==> config.mk <==
export PLATFORM = sky130hd
export DESIGN_NAME = fetch_unit
export DESIGN_NICKNAME = d
export VERILOG_FILES = /design/src/rtl/fetch_pkg.sv /design/src/rtl/fetch_queue.sv /design/src/rtl/fetch_unit.sv
export SDC_FILE = /design/constraint.sdc
export NUM_CORES = 1
export LEC_CHECK = 0
export CAP_MARGIN = 40
export CORE_UTILIZATION = 40
export DETAILED_ROUTE_END_ITERATION = 10
export PLACE_DENSITY = 0.85
export REMOVE_ABC_BUFFERS = 1
export SYNTH_ARGS = -nofsm -noshare
export SYNTH_HDL_FRONTEND = slang
export SYNTH_SLANG_ARGS = --single-unit
export TNS_END_PERCENT = 20
==> constraint.sdc <==
create_clock -name clk -period 4.7 [get_ports clk]
set_input_delay 0.94 -clock clk [delete_from_list [all_inputs] [get_ports clk]]
set_output_delay 0.94 -clock clk [all_outputs]
set_load 0.02 [all_outputs]
==> src/rtl/fetch_pkg.sv <==
// fetch_pkg: shared types and constants for the instruction fetch front end.
//   fetch_state_t   - fetch FSM states (IDLE, FETCH, HALTED)
//   fetch_entry_t   - queue payload {pc, inst}
//   FETCH_Q_DEPTH   - instruction queue depth
//   DEFAULT_HALT_OP - opcode (inst[15:12]) that stops fetching
package fetch_pkg;

  localparam int unsigned XLEN          = 16;
  localparam int unsigned FETCH_Q_DEPTH = 2;
  localparam int unsigned CNT_W         = 2;

  localparam logic [3:0] DEFAULT_HALT_OP = 4'hF;

  typedef enum logic [1:0] {
    IDLE   = 2'd0,
    FETCH  = 2'd1,
    HALTED = 2'd2
  } fetch_state_t;

  typedef struct packed {
    logic [XLEN-1:0] pc;
    logic [XLEN-1:0] inst;
  } fetch_entry_t;

endpackage

==> src/rtl/fetch_queue.sv <==
// fetch_queue: 2-entry synchronous FIFO between memory return and decode.
// Entry 0 is always the head, so head/valid come straight from flops and
// empty slots are held at zero. Flush overrides push and pop.
//   clk, reset  - clock, synchronous active-high reset
//   push, push_data - enqueue (ignored when full)
//   pop         - dequeue head (ignored when empty)
//   flush       - discard all entries
//   head        - head entry, zero when empty
//   valid       - queue not empty
//   count       - number of entries held
module fetch_queue
  import fetch_pkg::*;
(
  input  logic               clk,
  input  logic               reset,
  input  logic               push,
  input  fetch_entry_t       push_data,
  input  logic               pop,
  input  logic               flush,
  output fetch_entry_t       head,
  output logic               valid,
  output logic [CNT_W-1:0]   count
);

  fetch_entry_t     slot1;
  logic             push_ok;
  logic             pop_ok;
  logic [CNT_W-1:0] count_next;

  assign push_ok    = push && (count < CNT_W'(FETCH_Q_DEPTH));
  assign pop_ok     = pop && (count != '0);
  assign count_next = count + CNT_W'(push_ok) - CNT_W'(pop_ok);

  // Shift-style storage: pops move slot1 into the head.
  always_ff @(posedge clk) begin
    if (reset || flush) begin
      head  <= '0;
      slot1 <= '0;
      count <= '0;
      valid <= 1'b0;
    end else begin
      count <= count_next;
      valid <= (count_next != '0);
      unique case ({push_ok, pop_ok})
        2'b10: begin
          if (count == '0) head  <= push_data;
          else             slot1 <= push_data;
        end
        2'b01: begin
          head  <= slot1;
          slot1 <= '0;
        end
        2'b11: begin
          if (count == CNT_W'(1)) begin
            head <= push_data;
          end else begin
            head  <= slot1;
            slot1 <= push_data;
          end
        end
        default: ;
      endcase
    end
  end

endmodule

==> src/rtl/fetch_unit.sv <==
// fetch_unit: instruction fetch front end. Issues imem reads at pc, queues
// returned words toward decode and computes next_pc for the PC register.
// Optional feature macro: FETCH_PERF_EN enables fetch_count/flush_count.
//   clk, reset                   - clock, synchronous active-high reset
//   pc / next_pc                 - PC register value in / next value out
//   imem_req, imem_addr          - memory read request and word address
//   imem_ack, imem_rdata         - memory response
//   redirect_valid/target        - taken branch: flush and refetch
//   inst_valid, inst, inst_pc    - queue head toward decode
//   inst_ready                   - decode accepts head
//   fetch_count, flush_count     - performance counters (0 when disabled)
module fetch_unit
  import fetch_pkg::*;
#(
  parameter logic [3:0] HALT_OP = DEFAULT_HALT_OP
) (
  input  logic            clk,
  input  logic            reset,
  input  logic [XLEN-1:0] pc,
  output logic [XLEN-1:0] next_pc,
  output logic            imem_req,
  output logic [XLEN-1:0] imem_addr,
  input  logic            imem_ack,
  input  logic [XLEN-1:0] imem_rdata,
  input  logic            redirect_valid,
  input  logic [XLEN-1:0] redirect_target,
  output logic            inst_valid,
  output logic [XLEN-1:0] inst,
  output logic [XLEN-1:0] inst_pc,
  input  logic            inst_ready,
  output logic [XLEN-1:0] fetch_count,
  output logic [XLEN-1:0] flush_count
);

  fetch_state_t     state;
  fetch_entry_t     head;
  fetch_entry_t     push_data;
  logic             accept;
  logic             pop;
  logic             is_halt;
  logic [CNT_W-1:0] q_count;
  logic [CNT_W-1:0] q_count_next;
  logic             room_next;

  assign imem_addr = pc;
  assign accept    = imem_req && imem_ack && !redirect_valid;
  assign pop       = inst_valid && inst_ready && !redirect_valid;
  assign is_halt   = (imem_rdata[15:12] == HALT_OP);
  assign push_data = '{pc: pc, inst: imem_rdata};

  // Queue occupancy after this edge; lets imem_req be a registered output.
  assign q_count_next = redirect_valid ? '0
                      : q_count + CNT_W'(accept) - CNT_W'(pop);
  assign room_next    = (q_count_next < CNT_W'(FETCH_Q_DEPTH));

  // PC mux: redirect beats sequential advance; otherwise hold.
  always_comb begin
    next_pc = pc;
    if (reset)               next_pc = '0;
    else if (redirect_valid) next_pc = redirect_target;
    else if (accept)         next_pc = pc + XLEN'(1);
  end

  // Fetch FSM with registered request.
  always_ff @(posedge clk) begin
    if (reset) begin
      state    <= IDLE;
      imem_req <= 1'b0;
    end else begin
      unique case (state)
        IDLE: begin
          state    <= FETCH;
          imem_req <= room_next;
        end
        FETCH: begin
          if (accept && is_halt) begin
            state    <= HALTED;
            imem_req <= 1'b0;
          end else begin
            imem_req <= room_next;
          end
        end
        HALTED: begin
          if (redirect_valid) begin
            state    <= FETCH;
            imem_req <= room_next;
          end else begin
            imem_req <= 1'b0;
          end
        end
        default: begin
          state    <= IDLE;
          imem_req <= 1'b0;
        end
      endcase
    end
  end

  fetch_queue u_queue (
    .clk       (clk),
    .reset     (reset),
    .push      (accept),
    .push_data (push_data),
    .pop       (pop),
    .flush     (redirect_valid),
    .head      (head),
    .valid     (inst_valid),
    .count     (q_count)
  );

  assign inst    = head.inst;
  assign inst_pc = head.pc;

`ifdef FETCH_PERF_EN
  // Wrapping event counters; flushes add the number of entries discarded.
  always_ff @(posedge clk) begin
    if (reset) begin
      fetch_count <= '0;
      flush_count <= '0;
    end else begin
      if (accept)         fetch_count <= fetch_count + XLEN'(1);
      if (redirect_valid) flush_count <= flush_count + XLEN'(q_count);
    end
  end
`else
  assign fetch_count = '0;
  assign flush_count = '0;
`endif

endmodule

# After elaboration in Yosys (flattened, before gate mapping)
# Index checks and enable logic that the tools add are counted.
# W data, S select, Z words.
dict set report totals {
  ramBits 0
  in_bits 53
  output_inout_bits 98
  ff_bits 70
  latchBits 0
  mem_bits_ro 0
  mem_count 0
}
dict set report op_classes {
  shifts 0
  add_sub_neg 5
  magnitude_cmp 2
  eq_ne 12
  reduce_logical 17
  n_mul 0
  muxes 16
  bitwise 0
  n_div 0
}
# operator count
set ops {}
lappend ops {{$pmux W32 S3} 2}
lappend ops {{$mux W32} 4}
lappend ops {{$mux W16} 3}
lappend ops {{$add A16 B1 Y16 const B} 1}
lappend ops {{$ne A2 B2 Y1 const B} 4}
lappend ops {{$logic_and A1 B1 Y1} 7}
lappend ops {{$eq A2 B1 Y1 const B} 3}
lappend ops {{$eq A2 B2 Y1 const B} 3}
lappend ops {{$mux W2} 3}
lappend ops {{$pmux W2 S3} 1}
lappend ops {{$add A2 B1 Y2} 2}
lappend ops {{$eq A4 B4 Y1 const B} 1}
lappend ops {{$logic_not A2 Y1} 2}
lappend ops {{$lt A2 B2 Y1 const B} 2}
lappend ops {{$reduce_and A2 Y1} 2}
lappend ops {{$reduce_bool A2 Y1} 2}
lappend ops {{$sub A2 B1 Y2} 2}
lappend ops {{$pmux W1 S3} 1}
lappend ops {{$reduce_and A3 Y1} 1}
lappend ops {{$reduce_bool A3 Y1} 1}
lappend ops {{$mux W1} 2}
lappend ops {{$ne A2 B1 Y1 const B} 1}
lappend ops {{$logic_not A1 Y1} 1}
lappend ops {{$logic_or A1 B1 Y1} 1}

# Longest topological paths before layout
dict set report logic_depth {
  word_depth 8
  mapped_depth 10
  mapped_depth_nobuf 9
}

# Modules after synthesis
# From an unflattened synthesis, not the netlist that was laid out.
dict set report hier_totals {
  cells_unflattened 639
  hier_area_um2 5415.2
}
# module n_inst cells_each area_per_inst_um2 seq_area_each_um2
set by_module_without_submodules {}
lappend by_module_without_submodules {fetch_queue 1 471 4250.3 1341.3}
lappend by_module_without_submodules {fetch_unit 1 168 1164.9 60.1}

# Least setup slack after synthesis
# Ideal clock, no wire load.
dict set report synth_path {
  kind {input port to output port}
  startpoint {input port redirect_valid}
  endpoint {output port next_pc[3]}
  arrival_time_ps 2674
  slack_ps 1086
  n_path_buf 1
  required_time_ps 3760
  path_stages 5
  cell_sequence {buf_6 > nand4b_4 > nor2_1 > nor3_1 > a2111oi_0}
}
dict set report synth_via {
  elab_chain_cells 5
}
# item line_no
set synth_lines {}
lappend synth_lines {{from (decl)} fetch_unit.sv:25} ;# input logic redirect_valid,
lappend synth_lines {{$logic_not A1 Y1} fetch_unit.sv:46} ;# assign accept = imem_req && imem_ack && !redirect_valid;
lappend synth_lines {{$logic_and A1 B1 Y1} fetch_unit.sv:46}
lappend synth_lines {{$mux W16} fetch_unit.sv:61} ;# else if (accept) next_pc = pc + XLEN'(1);
lappend synth_lines {{$mux W16 *} fetch_unit.sv:60} ;# else if (redirect_valid) next_pc = redirect_target;
lappend synth_lines {{$mux W16 *} fetch_unit.sv:59} ;# if (reset) next_pc = '0;
lappend synth_lines {{to (decl)} fetch_unit.sv:20} ;# output logic [XLEN-1:0] next_pc,
# Mark *: on every way between the ends. The rest lies on a longest branch, timed or not.

# Worst setup path in the final report
dict set report layout_path {
  startpoint {input port pc[1]}
  endpoint {output port next_pc[10]}
}
dict set report layout_via {
  elab_chain_cells 4
}
# item line_no
set layout_lines {}
lappend layout_lines {{from (decl)} fetch_unit.sv:19} ;# input logic [XLEN-1:0] pc,
lappend layout_lines {{$add A16 B1 Y16} fetch_unit.sv:61}
lappend layout_lines {{$mux W16} fetch_unit.sv:61}
lappend layout_lines {{$mux W16} fetch_unit.sv:60}
lappend layout_lines {{$mux W16} fetch_unit.sv:59}
# No other way between the ends.

==> results.py <==
metrics = {
    "sta": {
        "tightest_slew_ns": 0.835,
        "grt_setup_unrepaired": "no",
        "fin_crit_sh_pct": 92.2,
        "fin_setup_tns_ns": 0,
        "fmaxAchievable_mhz": 231,
        "worst_clock_skew_ns": 0.00792,
        "fin_crit_ns": 4.33,
        "hold_viol_final": 0,
        "setup_violations": 0,
        "final_max_slew_viol_count": 0,
        "relSlewSlack_pct": 44.1,
    },
    "finish": {
        "insertedDiodeCount": 0,
        "areaGrowthSynthToFinish_pct": 33.3,
        "fin_nets": 648,
        "layout.cells.non_filler": 726,
        "layout_commonest_cell": "nand2_1",
        "final_cell_mix": "nand2_1, clkdlybuf4s50_1, dfxtp_1, a21oi_1, a31oi_1",
        "fill_cells": 879,
        "drive_gt1_share_pct": 8.04,
    },
    "clock_tree": {
        "cts_tree": "yes",
        "clk_path_buf_depth": 2,
        "post_cts_buffers": 0,
        "cts_sinks": 70,
        "numCtsBuffers": 9,
        "cts-root-buf": "clkbuf_8",
        "htreeDepth": 3,
        "clk_pin_slew_worst_paths_ns": 0.07,
        "clk_latency_ns": 0.34,
        "cts_hold_buf": 0,
        "post_cts_resized": 0,
    },
    "power": {
        "power.density_mw_per_mm2": 283,
        "peakVddDrop_mv": 0.223,
        "leakage_nw": 1.89,
    },
    "critical_path": {
        "r2r_start": "imem_req",
        "crit_fanout": 8,
        "path_class": "in -> out",
        "r2r_end": "u_queue.slot1[20]",
        "worst_setup_path_end_kind": "output port",
        "worst_setup_path_start_kind": "input pin",
        "cp.required_ns": 3.76,
        "r2r_cells": 5,
        "ff2ff_setup_slack_ns": 2.65,
        "crit_arrival_ns": 3.39,
    },
    "global_routing": {
        "first_global_vias": 3661,
        "antenna_found_initial": 0,
        "grt_first_pass_wirelength_mm": 17.4,
        "grt-ovfl-total": 0,
        "grt_use_total_pct": 21.9,
        "grt_max_degree": 41,
    },
    "hold_path": {
        "min-delay-start": "u_queue.slot1[3]",
        "hold_class": "reg -> reg",
        "hold_path_end": "u_queue.slot1[3]",
        "holdPathStages": 2,
    },
    "synthesis": {
        "netlist_instances": 504,
        "synth_area_sq_mm": 0.00385,
        "yosys_warnings": 0,
        "synth_flop_cell": "dfxtp_1",
        "avgSynthCellArea_sq_um": 7.64,
        "ys_types": 52,
        "seq_area_frac_synth_pct": 36.4,
        "async_flop_share_pct": 0,
        "synth_edf_count": 0,
        "yosys_register_bits": 70,
    },
    "place": {
        "port-buffer-count": 118,
        "globalplace.congestion": 0.879,
        "dp.final_hpwl_mm": 7.62,
        "dp_cells": 710,
    },
    "drt": {
        "wire_per_inst_um": 15.0,
        "postRouteAntennaNets": 0,
        "routed_wl_mm": 10.9,
        "first_iter_violations": 234,
        "route.vias.total": 3822,
        "vias_per_cell": 5.26,
        "dr.pass1.iters": 5,
        "route.detailed.drc": 0,
    },
    "floorplanning": {
        "ios": 151,
        "die_area_sq_mm": 0.0100,
        "core_sq_mm": 0.00928,
        "num_rows": 35,
        "die_w_um": 100,
        "die_h_um": 100,
        "initial_core_util_pct": 41.5,
    },
    "status": {
        "status": "complete, no violations",
    },
    "run": {
        "maxCapViolCount": 0,
    },
}
## synthesized netlist by cell type, types with 3 or more instances
library cell / number / area, sq um
nand4_1: 5 / 31.3
nor2_1: 15 / 56.3
xnor2_1: 8 / 70.1
inv_1: 9 / 33.8
buf_4: 53 / 398
nor3_1: 10 / 50.1
a211oi_1: 5 / 37.5
ha_1: 3 / 37.5
a21oi_1: 36 / 180
o21ai_0: 31 / 155
nand3_1: 8 / 40.0
nand2_1: 140 / 526
dfxtp_1: 70 / 1400
o21bai_1: 3 / 22.5
mux2i_1: 3 / 30.0
buf_2: 13 / 65.1
a31oi_1: 33 / 206
clkbuf_1: 13 / 48.8
## worst max-delay path: stages
cell and delay [ns]:
clkdlybuf4s50_1 0.60, ha_1 0.37, inv_1 0.10, nor4_1 0.43, xnor2_1 0.11, a21oi_1 0.18, clkdlybuf4s50_1 0.65
## power breakdown
part           leakage (nW)  switching (W)  internal, W
registers             0.566     0.00000594     0.000601
logic                  1.20       0.000140     0.000108
clock network         0.126       0.000229     0.000366
## through the flow
step	instance area (sq um)	util (%)	power [W]	hold WS, ns	worst slack (ns)
2_1_floorplan	3410	-	0.000719	0.437	1.20
3_3_place_gp	4870	52.4	0.000862	0.442	0.493
3_5_place_dp	4890	52.6	0.000867	0.447	0.416
4_1_cts	5130	55.3	0.00146	0.457	0.400
5_1_grt	5130	55.3	0.00150	0.478	0.234
6_report	5130	55.3	0.00145	0.456	0.366
## registers in the layout, summed over array words and instances, names as in the netlist
name	flops
u_queue.slot1	32
u_queue.count	2
imem_req	1
state	2
u_queue.valid	1
u_queue.head	32
## routing by layer
layer	global-route usage [%]	vias up	share of wire [%]
met5	0	-	0
met4	5.91	0	1.1
met1	25.0	1800	40
met3	5.50	16	8.7
li1	-	1823	-
met2	40.5	183	50
## cell families (layout without fill, tap and decap cells)
family,Yosys count,count (layout),synth area share [%]
AOI/OAI and AO/OA,126,126,20.3
muxes,3,3,0.780
xor gates and xnor gates,10,10,2.28
DFF,70,70,36.4
other,1,32,0.0974
buffers and inverters,94,156,15.2
adders and majority gates,3,3,0.975
and+or+nand+nor,197,197,24.0
## area by class of cell
class                           count  area [sq um]  area share, %
Tap cell                          129           161           3.14
Multi-Input combinational cell    371          2000           38.9
Inverter                            9          33.8          0.658
Clock inverter                      6           109           2.12
Timing Repair Buffer              131          1290           25.2
Sequential cell                    70          1400           27.3
Clock buffer                       10           138           2.68
## worst max path at each step
| stage | cells past startpoint | to | slack (ns) | from |
|---|---|---|---|---|
| floorplan | 4 | next_pc[3] | 1.20 | redirect_valid |
| global placement | 7 | next_pc[12] | 0.49 | pc[1] |
| detailed placement | 7 | next_pc[10] | 0.42 | pc[1] |
| CTS | 7 | next_pc[10] | 0.40 | pc[1] |
| global route | 7 | next_pc[10] | 0.23 | pc[1] |
| finish | 7 | next_pc[10] | 0.37 | pc[1] |
No activity file was read; power rests on OpenSTA's default activity.
